### config.mk
export PLATFORM = sky130hd
export DESIGN_NAME = uart_tx_arbiter
export DESIGN_NICKNAME = d
export VERILOG_FILES = /design/src/rtl/uart_tx_arbiter.sv
export SDC_FILE = /design/constraint.sdc
export NUM_CORES = 1
export LEC_CHECK = 0
export CAP_MARGIN = 20
export CORE_AREA = 2 2 39 41
export DETAILED_ROUTE_END_ITERATION = 16
export DIE_AREA = 0 0 41 43
export PLACE_DENSITY = 0.88
export SYNTH_ARGS = -nofsm -noshare
export SYNTH_HDL_FRONTEND = slang
export SYNTH_SLANG_ARGS = --single-unit
### constraint.sdc
create_clock -name clk -period 2.8 [get_ports clk]
set_input_delay 0.56 -clock clk [delete_from_list [all_inputs] [get_ports clk]]
set_output_delay 0.56 -clock clk [all_outputs]
set_load 0.05 [all_outputs]
### src/rtl/uart_tx_arbiter.sv
// ============================================================================
// uart_tx_arbiter
// ----------------------------------------------------------------------------
// Two-requester, packet-granular arbiter in front of a single UART transmitter.
// Once a requester is granted it owns the transmitter until it hands over a
// byte marked "last". Ties in IDLE are broken round-robin via last_served, and
// every release passes through at least one IDLE cycle before the next grant.
//
// While a requester owns the link, its valid/data/ready are a zero-latency
// combinational pass-through to the transmitter. The other requester sees
// ready=0 and simply keeps its request pending.
//
// Optional feature (compile-time macro UART_ARB_TIMEOUT_EN):
//   When defined, an idle counter runs while the owner is mid-packet with its
//   valid low. After TIMEOUT_CYCLES such cycles the grant is forcibly released
//   and 'timeout' pulses for one cycle. When undefined, no counter is built,
//   the grant is held until a last-byte handshake, and 'timeout' is tied low.
//
// Parameters:
//   TIMEOUT_CYCLES  idle cycles mid-packet before forced release
//                   (only meaningful with UART_ARB_TIMEOUT_EN)
//
// Ports:
//   clk                      system clock, rising edge
//   reset                    synchronous active-high reset
//   req0_valid/data/last     requester 0 byte stream, req0_ready back
//   req1_valid/data/last     requester 1 byte stream, req1_ready back
//   tx_valid/tx_data         byte offered to the UART transmitter
//   tx_ready                 transmitter accepts the offered byte
//   grant[1:0]               one-hot owner (bit0 = req0, bit1 = req1, 00 = none)
//   timeout                  one-cycle pulse on a forced release
// ============================================================================
module uart_tx_arbiter #(
    parameter int TIMEOUT_CYCLES = 1000
) (
    input  logic       clk,
    input  logic       reset,

    input  logic       req0_valid,
    input  logic [7:0] req0_data,
    input  logic       req0_last,
    output logic       req0_ready,

    input  logic       req1_valid,
    input  logic [7:0] req1_data,
    input  logic       req1_last,
    output logic       req1_ready,

    output logic       tx_valid,
    output logic [7:0] tx_data,
    input  logic       tx_ready,

    output logic [1:0] grant,
    output logic       timeout
);

    // ------------------------------------------------------------------------
    // State
    // ------------------------------------------------------------------------
    typedef enum logic [1:0] {
        IDLE   = 2'b00,
        GRANT0 = 2'b01,
        GRANT1 = 2'b10
    } state_t;

    state_t state_reg;
    state_t state_next;

    // Index of the requester granted most recently; the opposite one wins a tie.
    logic   last_served_reg;
    logic   last_served_next;

    // ------------------------------------------------------------------------
    // Requester ports gathered into vectors so both lanes share one datapath
    // ------------------------------------------------------------------------
    logic [1:0] req_valid;
    logic [1:0] req_last;
    logic [1:0] req_ready;
    logic [7:0] req_data    [2];
    logic [7:0] data_masked [2];

    logic [1:0] grant_vec;
    logic       handshake;
    logic       release_last;
    logic       expire;

    assign req_valid   = {req1_valid, req0_valid};
    assign req_last    = {req1_last,  req0_last};
    assign req_data[0] = req0_data;
    assign req_data[1] = req1_data;

    // Grant is a pure decode of the state register. Keeping it separate from
    // the next-state logic avoids a combinational path from the pass-through
    // back into the process that produces the grant.
    always_comb begin
        grant_vec = 2'b00;
        unique case (state_reg)
            GRANT0:  grant_vec = 2'b01;
            GRANT1:  grant_vec = 2'b10;
            default: grant_vec = 2'b00;
        endcase
    end

    // Per-lane pass-through: only the owner lane sees tx_ready, and only the
    // owner's data reaches the AND-OR mux. With no owner everything is zero.
    genvar gi;
    generate
        for (gi = 0; gi < 2; gi++) begin : g_lane
            assign req_ready[gi]   = grant_vec[gi] & tx_ready;
            assign data_masked[gi] = req_data[gi] & {8{grant_vec[gi]}};
        end
    endgenerate

    assign tx_data      = data_masked[0] | data_masked[1];
    assign tx_valid     = |(grant_vec & req_valid);
    assign req0_ready   = req_ready[0];
    assign req1_ready   = req_ready[1];
    assign grant        = grant_vec;

    assign handshake    = tx_valid & tx_ready;
    assign release_last = handshake & (|(grant_vec & req_last));

    // ------------------------------------------------------------------------
    // FSM: state register
    // ------------------------------------------------------------------------
    always_ff @(posedge clk) begin
        if (reset) begin
            state_reg       <= IDLE;
            last_served_reg <= 1'b1;    // req0 wins the first tie after reset
        end else begin
            state_reg       <= state_next;
            last_served_reg <= last_served_next;
        end
    end

    // ------------------------------------------------------------------------
    // FSM: next-state logic
    // Arbitration happens only in IDLE, so a release always costs one IDLE
    // cycle before the next owner is chosen.
    // ------------------------------------------------------------------------
    always_comb begin
        state_next       = state_reg;
        last_served_next = last_served_reg;

        unique case (state_reg)
            IDLE: begin
                if (req_valid == 2'b11) begin
                    if (last_served_reg) begin
                        state_next       = GRANT0;
                        last_served_next = 1'b0;
                    end else begin
                        state_next       = GRANT1;
                        last_served_next = 1'b1;
                    end
                end else if (req_valid[0]) begin
                    state_next       = GRANT0;
                    last_served_next = 1'b0;
                end else if (req_valid[1]) begin
                    state_next       = GRANT1;
                    last_served_next = 1'b1;
                end
            end

            GRANT0, GRANT1: begin
                if (release_last || expire) begin
                    state_next = IDLE;
                end
            end

            default: begin
                state_next = IDLE;
            end
        endcase
    end

    // ------------------------------------------------------------------------
    // Optional mid-packet idle timeout
    // ------------------------------------------------------------------------
`ifdef UART_ARB_TIMEOUT_EN
    localparam int CNT_W = (TIMEOUT_CYCLES > 1) ? $clog2(TIMEOUT_CYCLES) : 1;
    localparam logic [CNT_W-1:0] CNT_LAST = CNT_W'(TIMEOUT_CYCLES - 1);

    logic [CNT_W-1:0] idle_cnt_reg;
    logic [CNT_W-1:0] idle_cnt_next;
    logic             timeout_reg;

    // The counter only advances while the owner has nothing to offer. A stall
    // caused by tx_ready=0 keeps valid high and therefore never counts. When
    // valid returns without a handshake the count is held, not cleared; only
    // a completed byte or a return to IDLE resets it.
    always_comb begin
        idle_cnt_next = idle_cnt_reg;
        expire        = 1'b0;
        if ((state_reg == IDLE) || handshake) begin
            idle_cnt_next = '0;
        end else if (!tx_valid) begin
            if (idle_cnt_reg == CNT_LAST) begin
                expire        = 1'b1;
                idle_cnt_next = '0;
            end else begin
                idle_cnt_next = idle_cnt_reg + 1'b1;
            end
        end
    end

    always_ff @(posedge clk) begin
        if (reset) begin
            idle_cnt_reg <= '0;
            timeout_reg  <= 1'b0;
        end else begin
            idle_cnt_reg <= idle_cnt_next;
            timeout_reg  <= expire;     // high in the first IDLE cycle after release
        end
    end

    assign timeout = timeout_reg;
`else
    assign expire  = 1'b0;
    assign timeout = 1'b0;

    // TIMEOUT_CYCLES stays on the interface so both builds drop into the same
    // sockets; without the timeout feature it has no hardware behind it.
    generate
        if (TIMEOUT_CYCLES < 1) begin : g_timeout_param_unused
        end
    endgenerate
`endif

endmodule

* Word level (Yosys, flattened, before mapping) *
Index checks and enable logic that the tools add are counted.
Widths: inputs -> output; s select.

cells by class
  bitwise operators = 9
  shift-type cells = 0
  div/mod/pow operators = 0
  add/sub/neg operators = 0
  reductions and logical operators = 7
  mux-type cells = 11
  multiply operators = 0
  $lt $le $gt $ge = 0
  equality and inequality tests = 5

operators by type and width
  kind                count
  $and 8x8->8         2
  $mux 2              5
  $or 8x8->8          1
  $pmux 2 s2          2
  $reduce_or 2->1     3
  $and 1x1->1         4
  $and 2x2->2         2
  $eq 2x2->1 const B  2
  $mux 1              4
  $ne 4x4->1 const B  1
  $reduce_and 2->1    2
  $reduce_bool 3->1   1
  $eq 2x1->1 const B  1
  $logic_not 2->1     1
  $ne 2x2->1 const B  1

storage, ports and cells
  input port bits = 23
  bits in latches = 0
  bits in registers = 3
  output and inout bits = 14
  bits in read-only memories = 0
  memories = 0
  word-level logic and storage cells = 34
  memory bits (writable) = 0

* Depth between registers and ports, before layout *
Gate-level depths: netlist of run 1.

  depth after elaboration = 8
  gate-level depth with buffers = 6
  gate-level depth less buffers = 6

* Worst setup path after synthesis of run 1 *
No wires, ideal clock.

  path kind = register -> output
  start point = register state_reg[0]
  end point = output tx_data[0]
  path slack = 698 ps
  data arrival time = 1,542 ps
  path buffers = 1
  stages on the path, launching flop included = 5
  cells stage by stage = dfxtp_1 -> inv_1 -> ha_1 -> buf_6 -> a22o_1

between the ends
  longest elaborated chain between the ends = 4
  elaborated cells between the ends (all ways) = 6
  those cells by class = 2 x eq/ne; 1 x mux; 3 x bitwise

ends and longest elaborated chain
  item                                      RTL line  text
  from (decl)                               66        state_t state_reg;
  from (signal assigned)                    131       state_reg <= state_next;
  $eq 2x2->1 or $eq 2x1->1 (tied branches)  97        unique case (state_reg)
  $pmux 2 s2 *                              97
  named net grant[1]                        53        output logic [1:0] grant,
  $and 8x8->8 *                             110       assign data_masked[gi] = req_data[gi] & {8{grant_vec[gi]}};
  $or 8x8->8 *                              114       assign tx_data = data_masked[0] | data_masked[1];
  to (decl)                                 50        output logic [7:0] tx_data,

The timed path passes the listed nets; every way through them passes the cells marked *.

* Final worst setup path of run 1 *
  start point = register state_reg[1]
  end point = output grant[0]

between the ends
  longest elaborated chain between the ends = 2
  elaborated cells between the ends (all ways) = 3
  those cells by class = 2 x eq/ne; 1 x mux

ends and longest elaborated chain
  item                                      RTL line
  $eq 2x2->1 or $eq 2x1->1 (tied branches)  97
  $pmux 2 s2 *                              97
  to (decl)                                 53

Mark *: on every way between the ends. The rest lies on a longest branch, timed or not.

==> impl_summary.md, run 1 <==
Timing
The worst path needs 2.19 ns of the cycle, external delays included. The final number of max-transition violations is 0. At the pin with the least slew margin, the transition time is 0.505 ns.

The number of setup violations in the final report is 0. Setup total negative slack on the finished layout was measured at 0 ns. Setup repair after global routing left no endpoint under its margin. The highest clock rate is 457 MHz. The total count of hold-check failures in the final report is 0.

Across the routed clock network, the largest skew measured is 0.000576 ns. The worst max-slew margin expressed relative to the limit is 66.2%. Of the available clock period, the critical path in the final layout requires 78.1%.

Critical path
The largest single stage delay on the critical path is 0.81 ns. For the worst setup path, the data arrival time is 1.63 ns. The signal on the critical path passes through inv_1 > ha_1 > clkdlybuf4s50_1. The number of stages on the worst setup path is 3.

The category of the critical setup timing path is flip-flop to output port. The cell family contributing the most delay on the critical path is buffers and inverters. The most critical setup path has its startpoint at state_reg[1]. The slowest stage of the critical path belongs to the cell sky130_fd_sc_hd__clkdlybuf4s50_1. The worst register-to-register path ends at state_reg[1].

The kind of start point of the critical path is a flip-flop. The reg-to-reg critical path startpoint is state_reg[0]. The endpoint of the most critical setup path is grant[0]. STA classifies the critical path endpoint as an output port. The worst register-to-register path has a setup slack of 1.27 ns. The maximum fanout along the worst path is 3. STA puts the critical path data required time at 2.24 ns. The number of buffers and inverters on the critical path is 2. The depth of the worst register-to-register path is 7.

Routing
Detailed routing placed a total of 118 um of wire on met3. Dividing the detail-routed wire length by the instance count gives 12.3 um. For this block, the routed nets add up to 1180 um of wire. For this run, design rule violations remaining after detail routing come to 0.

The number of nets with antenna violations after detailed routing is 0. The routed length on met2 is 627 um. The routed layout has 477 vias. The iteration-0 DRC count of the detailed router is 5. Before antenna repair, the detailed router went through 4 iterations. The per-cell via count in the routed design is 4.97. The detailed router used layers up to and including met4. The routed metal-1 wire length is 413 um.

Pwr
The areal power density over the cells is 1120 nW/um^2. The cell-internal power is 0.354 mW. The relative contribution of combinational cells to total power is 82.2%. The switching power share of the total is 55.9%. The maximum vdd ir drop is 0.635 mV. The net switching power figure is 0.448 mW.

The share of total power dissipated in the clock network is 9.2%. The sequential share of power is 8.7%. The leakage component of the power is 0.308 nW.

Finish
The utilization after layout is 51.8%. The register with the most flip-flops in the layout has 2 of them. Compared with the post-synthesis result, the final layout area differs by 97.6%. The layout net count is 107. 0 antenna diodes ended up in the layout. Once layout is done, the placed cells without fillers occupy 717 sq um. The share of final-layout standard cells stronger than drive strength 1 is 32.5%.

Logic synthesis
The netlist uses 20 different library cells. For this run, the register share of the synthesized area comes to 16.6%. Synthesis inferred 3 register bits. The predominant post-synthesis flop cell is sky130_fd_sc_hd__dfxtp_1. Summing every instance area after synthesis gives 363 sq um. The number of nets in the synthesized netlist is 68. The synthesized design contains 0 enable-type register cells. Ranked by instance count, the synthesized netlist is headed by sky130_fd_sc_hd__a22o_2, sky130_fd_sc_hd__a22o_1, sky130_fd_sc_hd__nand2_1.

The cell type with the largest total area after synthesis is sky130_fd_sc_hd__a22o_2. In this run the mean area of a mapped cell was 8.64 sq um. During synthesis, Yosys emitted a total of 0 warnings.

Counting flops with an async set or reset pin after synthesis yields a share of 0%. Yosys attributes the largest share of cell area to sky130_fd_sc_hd__a22o_2, sky130_fd_sc_hd__dfxtp_1, sky130_fd_sc_hd__ha_1. The synthesized design devotes to its leading area cell type 16.6% of total area.

The most numerous cell in the Yosys netlist is sky130_fd_sc_hd__a22o_2. The post-synthesis cell count is 42.

Clock tree
TritonCTS built the clock tree. The post-CTS setup repair buffer count is 0. The later pin in the worst-skew pair is clocked with a latency of 0.23 ns.

The maximum buffer depth of the clock tree is 2. The number of levels in the clock H-tree is 1. The number of CTS-inserted buffers is 3.

After clock tree synthesis, the clock-pin slew on the worst setup and hold paths is 0.03 ns. The clock tree root driver cell is sky130_fd_sc_hd__clkbuf_4. The number of sinks handled by clock tree synthesis is 3. For this design, the CTS-stage hold fixing added 0 buffers. Once the clock tree was built, the resizer swapped 0 gates to a different size.

Global route
The total routing resource utilization after global routing is 15.2%. The number of antenna violations at the first check in global routing is 0. The number of global-route vias before repair is 490. The pin count of the biggest net entering global routing is 13.

The total congestion overflow after global routing is 0. The first global-routing pass estimated 1860 um of wire.

Worst hold path
The tightest min-delay check is of the flip-flop to flip-flop type.

Placement
The count of input and output buffers is 35. The final weighted congestion in routability-driven placement is 0.785. The post-detailed-placement half-perimeter wirelength is 983 um. The post-placement cell area is 691 sq um.

Flow run
The tool flagged a number of max-cap violations equal to 0.

Floorplanning
The placeable core area is 1380 sq um. The floorplan has 14 rows. The area of the die is 1760 sq um. The vertical die dimension is 43 um. The starting utilization of the core area is 26.2%. The horizontal die dimension is 41 um. For this design the top-level I/O count stands at 37.

Status
The flow ran to the end, and the final reports show no timing, DRC or antenna violations.
## through the flow
stage	power, mW	hold slack, ns	cells	worst slack, ns
2_1_floorplan	0.563	0.505	42	0.698
3_3_place_gp	0.717	0.542	92	0.730
3_5_place_dp	0.731	0.546	92	0.689
4_1_cts	0.811	0.562	96	0.588
5_1_grt	0.860	0.596	96	0.528
6_report	0.802	0.560	96	0.613
## metal layers
layer  up-vias  GRT usage [%]
met3         2           2.62
met5         -              0
li1        233              -
met2        25           29.1
met1       217           13.5
met4         0           8.00
## tightest hold or removal path: stages, from the launching register on
cell,delay [ns]
sky130_fd_sc_hd__dfxtp_1,0.30
sky130_fd_sc_hd__inv_1,0.10
sky130_fd_sc_hd__o32ai_1,0.10
## cells by family after synthesis
family                   after synthesis  synth area share (%)
buffers and inverters                  7                  12.4
AO/OA/AOI/OAI                         19                  46.9
AND/OR/NAND/NOR                        9                  12.8
flip-flops                             3                  16.6
adder cells (fa/ha/maj)                3                  10.3
other                                  1                  1.03
## layout make-up
type                    instances  area [sq um]
well taps                      16          20.0
repair buffers                 37           338
flip-flops and latches          3          60.1
multi-input cells              32           258
inverters                       4          15.0
fillers                       132           667
clock buffers                   4          26.3
## power by group through the flow
stage,logic [mW],registers [mW],clock network (mW)
finish,0.659,0.0695,0.0737
global route,0.705,0.0712,0.0832
CTS,0.664,0.0693,0.0780
detailed placement,0.661,0.0701,0
global placement,0.649,0.0686,0
floorplan,0.495,0.0675,0
## worst min-delay path by stage
stage / depth (start not counted) / start / endpoint
floorplan: 2 / state_reg[1] / state_reg[1]
global placement: 2 / state_reg[1] / state_reg[1]
detailed placement: 2 / last_served_reg / last_served_reg
CTS: 2 / state_reg[0] / state_reg[0]
global route: 2 / state_reg[0] / state_reg[0]
finish: 2 / state_reg[1] / state_reg[1]
## layout by cell type (no fill, tap or decap), types with 2 or more instances in the layout
| master | instances |
|---|---|
| sky130_fd_sc_hd__o21ai_2 | 2 |
| sky130_fd_sc_hd__clkdlybuf4s50_1 | 24 |
| sky130_fd_sc_hd__o32ai_1 | 2 |
| sky130_fd_sc_hd__a22o_1 | 4 |
| sky130_fd_sc_hd__and2_1 | 2 |
| sky130_fd_sc_hd__ha_1 | 3 |
| sky130_fd_sc_hd__a22o_2 | 6 |
| sky130_fd_sc_hd__dfxtp_1 | 3 |
| sky130_fd_sc_hd__clkbuf_4 | 3 |
| sky130_fd_sc_hd__or2_1 | 2 |
| sky130_fd_sc_hd__buf_4 | 13 |
| sky130_fd_sc_hd__nand2_1 | 4 |
| sky130_fd_sc_hd__inv_1 | 3 |
Note: power is estimated with default switching activity, not from simulation.
==> run 2: changes to the inputs <==
- CORE_AREA: 2 2 39 41 -> default
- CORE_UTILIZATION: default -> 25
- DIE_AREA: 0 0 41 43 -> default
- PLACE_DENSITY: 0.88 -> 0.86
- clock period: 2.8 -> 1.8 ns (I/O delays scaled with it)
==> run 2 against run 1 <==
- sequential power grew 71%
- largest power group unchanged
- combinational power increased by 110%
- routed wire length increased by 3.0%
==> impl_summary.md, run 2 (same netlist as run 1, synthesis figures left out) <==
Placement
The placed instance count is 90 (-2.2%). The post-detailed-placement half-perimeter wirelength is 955 um (-2.9%). The worst setup slack before clock tree synthesis is 0.167 ns (-0.522 ns).

The final weighted congestion in routability-driven placement was 0.746 (-4.9%). The post-placement cell area is 845 sq um (+22%). The count of input and output buffers is 35 (unchanged).

Finish
The number of flip-flops in the largest register came to 2 (unchanged). The non-filler instance count after layout came to 96 (unchanged). The count of antenna diodes in the layout came to 0 (unchanged). The sequential cell area is 61.3 sq um (+2.1%). The layout net count came to 108 (+0.93%). The utilization after layout was 68.9% (+17 points). The library cells used most frequently in the layout, excluding fill and tap cells, are sky130_fd_sc_hd__clkdlybuf4s50_1, sky130_fd_sc_hd__buf_12, sky130_fd_sc_hd__a22o_2. The final instance area is 907 sq um (+27%).

The number of inserted filler cells in the final layout came to 101 (-23%). The area occupied by multi-input gates is 283 sq um (+9.7%). The most common cell after layout, fill and taps aside is sky130_fd_sc_hd__clkdlybuf4s50_1.

The share of final-layout standard cells stronger than drive strength 1 is 39.5% (+7.0 points). The synthesis-to-layout area growth is 150%.

Timing
The number of setup violations in the final report was 0 (unchanged). The final worst-path setup slack was 0.0635 ns (-0.549 ns). Static timing analysis puts the maximum clock frequency at 576 MHz. The final critical delay including setup and external delays is 1.74 ns. The final number of max-transition violations is 0 (unchanged). The largest clock skew in the final design came to 0.00443 ns (+0.00385 ns). The worst hold slack across all endpoints was 0.575 ns (+0.0147 ns). The summed negative setup slack over all endpoints is 0 ns (unchanged). The total count of hold-check failures in the final report is 0 (unchanged). The final critical-path share of the clock period is 96.5%.

Critical path
The arrival time at the worst endpoint is 1.38 ns (-0.25 ns). The critical path buffer and inverter count came to 2 (unchanged). The kind of start point of the critical path is a flip-flop. The kind of end point of the critical path is an output port.

The category of the critical setup timing path is flip-flop to output port. The slowest stage of the critical path belongs to the cell sky130_fd_sc_hd__dfxtp_1. The required time of the worst setup path was 1.44 ns (-0.80 ns). The family with the most delay on the worst path is flip-flops. Walking the worst path, the cells encountered are inv_1 > ha_4 > a22o_2 > buf_12. The maximum fanout along the worst path came to 13 (+10).

The peak per-stage delay on the critical path is 0.37 ns (-0.44 ns).

Floorplanning
The starting utilization of the core area was 27.5% (+1.3 points). The vertical die dimension came to 40.1 um (-6.8%). The cell row count came to 13 (-1). The placeable core area came to 1320 sq um (-4.8%).

The horizontal die dimension is 40.1 um (-2.2%). The number of ports placed on the die boundary is 37 (unchanged). The area of the die is 1610 sq um (-8.8%).

Routing
The remaining routing DRC violations is 0 (unchanged). The number of nets with antenna violations after detailed routing came to 0 (unchanged). The per-cell via count in the routed design came to 4.93 (-0.84%).

The detailed-router iteration count before antenna repair is 4 (unchanged). The routed metal-1 wire length was 398 um (-3.6%). The routed length on met2 is 639 um (+1.9%). The iteration-0 DRC count of the detailed router is 8 (+3). The total met3 wirelength after detailed routing came to 159 um (+35%). The post-detailed-route wirelength per cell is 12.6 um (+3.0%).

The detailed router used layers up to and including met4. The total wire length after detailed routing came to 1210 um (+3.0%). The total number of vias was 473 (-0.84%).

Global route
The number of antenna violations at the first check in global routing is 0 (unchanged). The total routing resource utilization after global routing is 16.5% (+1.3 points). The number of global-route vias before repair was 433 (-12%). The pin count of the biggest net entering global routing is 14 (+1). The global-route wire length before repair is 1710 um (-8.2%).

The total congestion overflow after global routing is 0 (unchanged).

Flow run
The total of max-cap violations is 0 (unchanged).

Status
The run finished with clean final reports.

Pwr
The leakage component of the power came to 0.358 nW (+16%). The maximum vdd ir drop came to 1.08 mV (+70%). The total power after layout is 1.61 mW (+100%). The areal power density over the cells is 1780 nW/um^2 (+59%).

Clock tree
The count of hold-fix buffers inserted at cts is 0 (unchanged). The clock insertion delay at the later pin of the skew report is 0.24 ns (about the same). The post-CTS clock slew at the launch and capture registers of the worst setup and hold paths was 0.04 ns (about the same). The maximum buffer depth of the clock tree was 2 (unchanged). The TritonCTS clock tree is built. The number of CTS-inserted buffers was 3 (unchanged). The number of levels in the clock H-tree is 1 (unchanged).

The number of sinks handled by clock tree synthesis is 3 (unchanged). The tree is rooted in a sky130_fd_sc_hd__clkbuf_4.

Worst hold path
The path class of the lowest-slack min-delay path is flip-flop to flip-flop.
-- run 2: timing repair --
action,CTS,global route
resized for setup,2,1
endpoints found under the setup margin,1,2
hold endpoints to repair,0,0
pin swaps,0,1
setup buffers,0,2
-- run 2: metal layers --
layer  up-vias  track usage, %
met5         -               0
met4         0            10.3
met3         2            7.22
met2        28            31.9
met1       207            13.2
li1        236               -
-- run 2: worst reg2reg max path, delay by kind of cell, from the launching register on --
| kind | cells | cell delay, ns |
|---|---|---|
| AOI/OAI and AO/OA | 2 | 0.36 |
| DFF | 1 | 0.37 |
| buffers and inverters | 1 | 0.12 |
| and+or+nand+nor | 1 | 0.22 |
| adders and majority gates | 1 | 0.35 |
-- run 2: power breakdown --
part	internal [mW]	switching, mW
clock network	0.0833	0.0377
registers	0.0940	0.0254
logic	0.664	0.708
-- run 2: area by class of cell --
type	instances	area share [%]
clock buffers	4	2.90
repair buffers	38	55.4
inverters	4	1.66
flip-flops and latches	3	6.76
well taps	15	2.07
multi-input cells	32	31.2
-- run 2: final timing paths --
kind | startpoint | endpoint | slack, ns | cells after the start
worst max-delay path | state_reg[0] | tx_data[5] | 0.06 | 4
worst min-delay path | last_served_reg | state_reg[1] | 0.57 | 3
worst max register to register | state_reg[0] | state_reg[0] | 0.27 | 5
worst min register to register | last_served_reg | state_reg[1] | 0.57 | 3
==> run 3: changes to the inputs <==
- CORE_MARGIN: default -> 10
==> run 3 against run 2 <==
- power down 0.34%
- sequential power about the same
- critical endpoint is now tx_valid
- count of clock-buffer cells in the layout unchanged
- die area up 110%
- critical path type unchanged
- register-to-register slack worse by 0.02 ns
- highest routed layer unchanged
- largest power group unchanged
- global-route usage down 6.7 points
- design area down 0.97%
- flip-flop and latch count unchanged
==> impl_summary.md, run 3 (same netlist as run 1, synthesis figures left out) <==
Timing
The final critical delay including setup and external delays is 1.77 ns (+0.0357 ns). The total count of hold-check failures in the final report is 0 (unchanged). The final critical-path share of the clock period is 98.5% (+2.0 points).

The final number of max-transition violations came to 0 (unchanged). The largest clock skew in the final design is 0.00236 ns (-0.00206 ns). The number of setup violations in the final report is 0 (unchanged).

The highest clock rate is 564 MHz (-2.0%).

Pwr
The relative contribution of combinational cells to total power is 85.2% (about the same). The net switching power figure is 0.783 mW (+1.5%). The leakage component of the power is 0.352 nW (-1.8%). The switching power share of the total is 48.7% (+0.88 points). The maximum vdd ir drop is 0.673 mV (-38%). The sequential share of power was 7.5% (about the same). The part of the power in the clock network is 7.3% (-0.2 points). The areal power density over the cells is 1790 nW/um^2 (+0.63%). The total power after layout is 1.61 mW (-0.34%). The cell-internal power came to 0.824 mW (-2.0%).

Finish
The sequential cell area is 60.1 sq um (-2.0%). The layout net count is 107 (-0.93%). The count of antenna diodes in the layout is 0 (unchanged). The non-filler instance count after layout is 95 (-1.0%). The most common cell after layout, fill and taps aside is sky130_fd_sc_hd__clkdlybuf4s50_1.

The utilization after layout is 67.4% (-1.5 points). The share of final-layout standard cells stronger than drive strength 1 was 37.5% (-2.0 points). The final instance area is 898 sq um (-0.97%).

The area occupied by multi-input gates is 283 sq um (unchanged). The area growth from synthesis to layout is 148%. The library cells used most frequently in the layout, excluding fill and tap cells, are sky130_fd_sc_hd__clkdlybuf4s50_1, sky130_fd_sc_hd__buf_12, sky130_fd_sc_hd__a22o_2. The number of flip-flops in the largest register came to 2 (unchanged).

The number of inserted filler cells in the final layout is 105 (+4.0%).

Clock tree
The number of levels in the clock H-tree is 1 (unchanged). The count of hold-fix buffers inserted at cts is 0 (unchanged). The root buffer cell chosen for the clock tree is sky130_fd_sc_hd__clkbuf_4. The post-CTS clock slew at the launch and capture registers of the worst setup and hold paths is 0.04 ns (about the same). The post-CTS setup repair buffer count was 0 (unchanged). The number of sinks handled by clock tree synthesis is 3 (unchanged).

The TritonCTS clock tree is built. The maximum buffer depth of the clock tree is 2 (unchanged). The number of CTS-inserted buffers is 3 (unchanged). The clock insertion delay at the later pin of the skew report was 0.23 ns (about the same).

Floorplanning
The cell row count is 13 (unchanged). The area of the die is 3380 sq um (+110%). The horizontal die dimension is 58.1 um (+45%). The number of ports placed on the die boundary is 37 (unchanged). The vertical die dimension is 58.1 um (+45%). The starting utilization of the core area is 27.2% (-0.34 points). The placeable core area is 1330 sq um (+1.2%).

Global route
The number of global-route vias before repair is 501 (+16%). The met1 usage is 12.0% (-1.2 points). The met2 usage in global routing came to 13.0% (-19 points). The number of antenna violations at the first check in global routing came to 0 (unchanged). The total routing resource utilization after global routing came to 9.84% (-6.7 points).

In this run the most used layer during global routing was met2. The pin count of the biggest net entering global routing is 14 (unchanged). The total congestion overflow after global routing is 0 (unchanged). The global-route wire length before repair is 2560 um (+50%).

The global routing met3 resource utilization is 5.88% (-1.3 points).

Critical path
The maximum fanout along the worst path is 13 (unchanged). The critical path buffer and inverter count came to 2 (unchanged). The cell with the biggest individual delay on the critical path is sky130_fd_sc_hd__dfxtp_1. The family with the most delay on the worst path is flip-flops. The signal on the critical path passes through inv_1 > ha_4 > a22o_2 > buf_12. The category of the critical setup timing path is flip-flop to output port. STA classifies the critical path startpoint as a flip-flop. The worst setup path is captured at an output port. The required time of the worst setup path is 1.44 ns (about the same). The peak per-stage delay on the critical path is 0.39 ns (+0.02 ns).

The arrival time at the worst endpoint is 1.41 ns (+0.03 ns).

Flow run
The total of max-cap violations was 0 (unchanged).

Routing
The number of nets with antenna violations after detailed routing came to 0 (unchanged). The detailed-router iteration count before antenna repair is 4 (unchanged). The per-cell via count in the routed design is 5.26 (+6.8%).

The post-detailed-route wirelength per cell is 18.2 um (+44%). The remaining routing DRC violations was 0 (unchanged). The total number of vias is 500 (+5.7%). The total wire length after detailed routing is 1730 um (+42%). The iteration-0 DRC count of the detailed router is 15 (+7).

Placement
The post-detailed-placement half-perimeter wirelength is 1460 um (+53%). The count of input and output buffers is 35 (unchanged). The final weighted congestion in routability-driven placement was 0.845 (+13%). The post-placement cell area came to 852 sq um (+0.89%). The placed instance count was 91 (+1.1%).

Worst hold path
The tightest min-delay check is of the flip-flop to flip-flop type.

Status
The run finished with clean final reports.
[run 3: area by class of cell]
type,count,share of cell area [%]
inverter,4,1.67
multi-input combinational,32,31.5
clock buffer,4,2.92
tap,15,2.09
timing repair buffer,37,55.2
sequential,3,6.69
[run 3: power groups by stage]
stage | clock network (mW) | logic, mW | registers, mW
2_1_floorplan | 0 | 0.778 | 0.106
3_5_place_dp | 0 | 1.34 | 0.110
3_3_place_gp | 0 | 1.32 | 0.107
5_1_grt | 0.133 | 1.43 | 0.120
6_report | 0.117 | 1.37 | 0.120
4_1_cts | 0.125 | 1.35 | 0.109
[run 3: what timing repair did]
action / 4_1_cts / 5_1_grt
hold endpoints to repair: 0 / 0
setup endpoints to repair: 0 / 11
resized for setup: 0 / 2
[run 3: routing by layer]
layer	up-vias	part of all wire (%)
li1	234	-
met1	222	47
met2	40	38
met3	4	13
met4	0	1.6
met5	-	0
[run 3: path summary, 6_finish.rpt]
kind / depth (start not counted) / to / slack [ns] / from
max: 4 / tx_valid / 0.03 / state_reg[0]
min: 3 / state_reg[1] / 0.57 / last_served_reg
max reg2reg: 5 / state_reg[0] / 0.25 / state_reg[0]
min reg2reg: 3 / state_reg[1] / 0.57 / last_served_reg
[run 3: worst register-to-register path: cells and delay by family (launching register included)]
| family | cells | cell delay (ns) |
|---|---|---|
| adders and majority gates | 1 | 0.35 |
| AOI/OAI and AO/OA | 2 | 0.34 |
| DFF | 1 | 0.39 |
| buffers and inverters | 1 | 0.13 |
| and+or+nand+nor | 1 | 0.22 |
[run 3: metrics by stage]
| step | setup WS (ns) | hold slack (ns) | TNS (ns) |
|---|---|---|---|
| 3_5_place_dp | 0.198 | 0.559 | 0 |
| 3_3_place_gp | 0.203 | 0.537 | 0 |
| 6_report | 0.0277 | 0.569 | 0 |
| 2_1_floorplan | 0.0712 | 0.460 | 0 |
| 5_1_grt | -0.0124 | 0.601 | -0.0660 |
| 4_1_cts | 0.00909 | 0.564 | 0 |
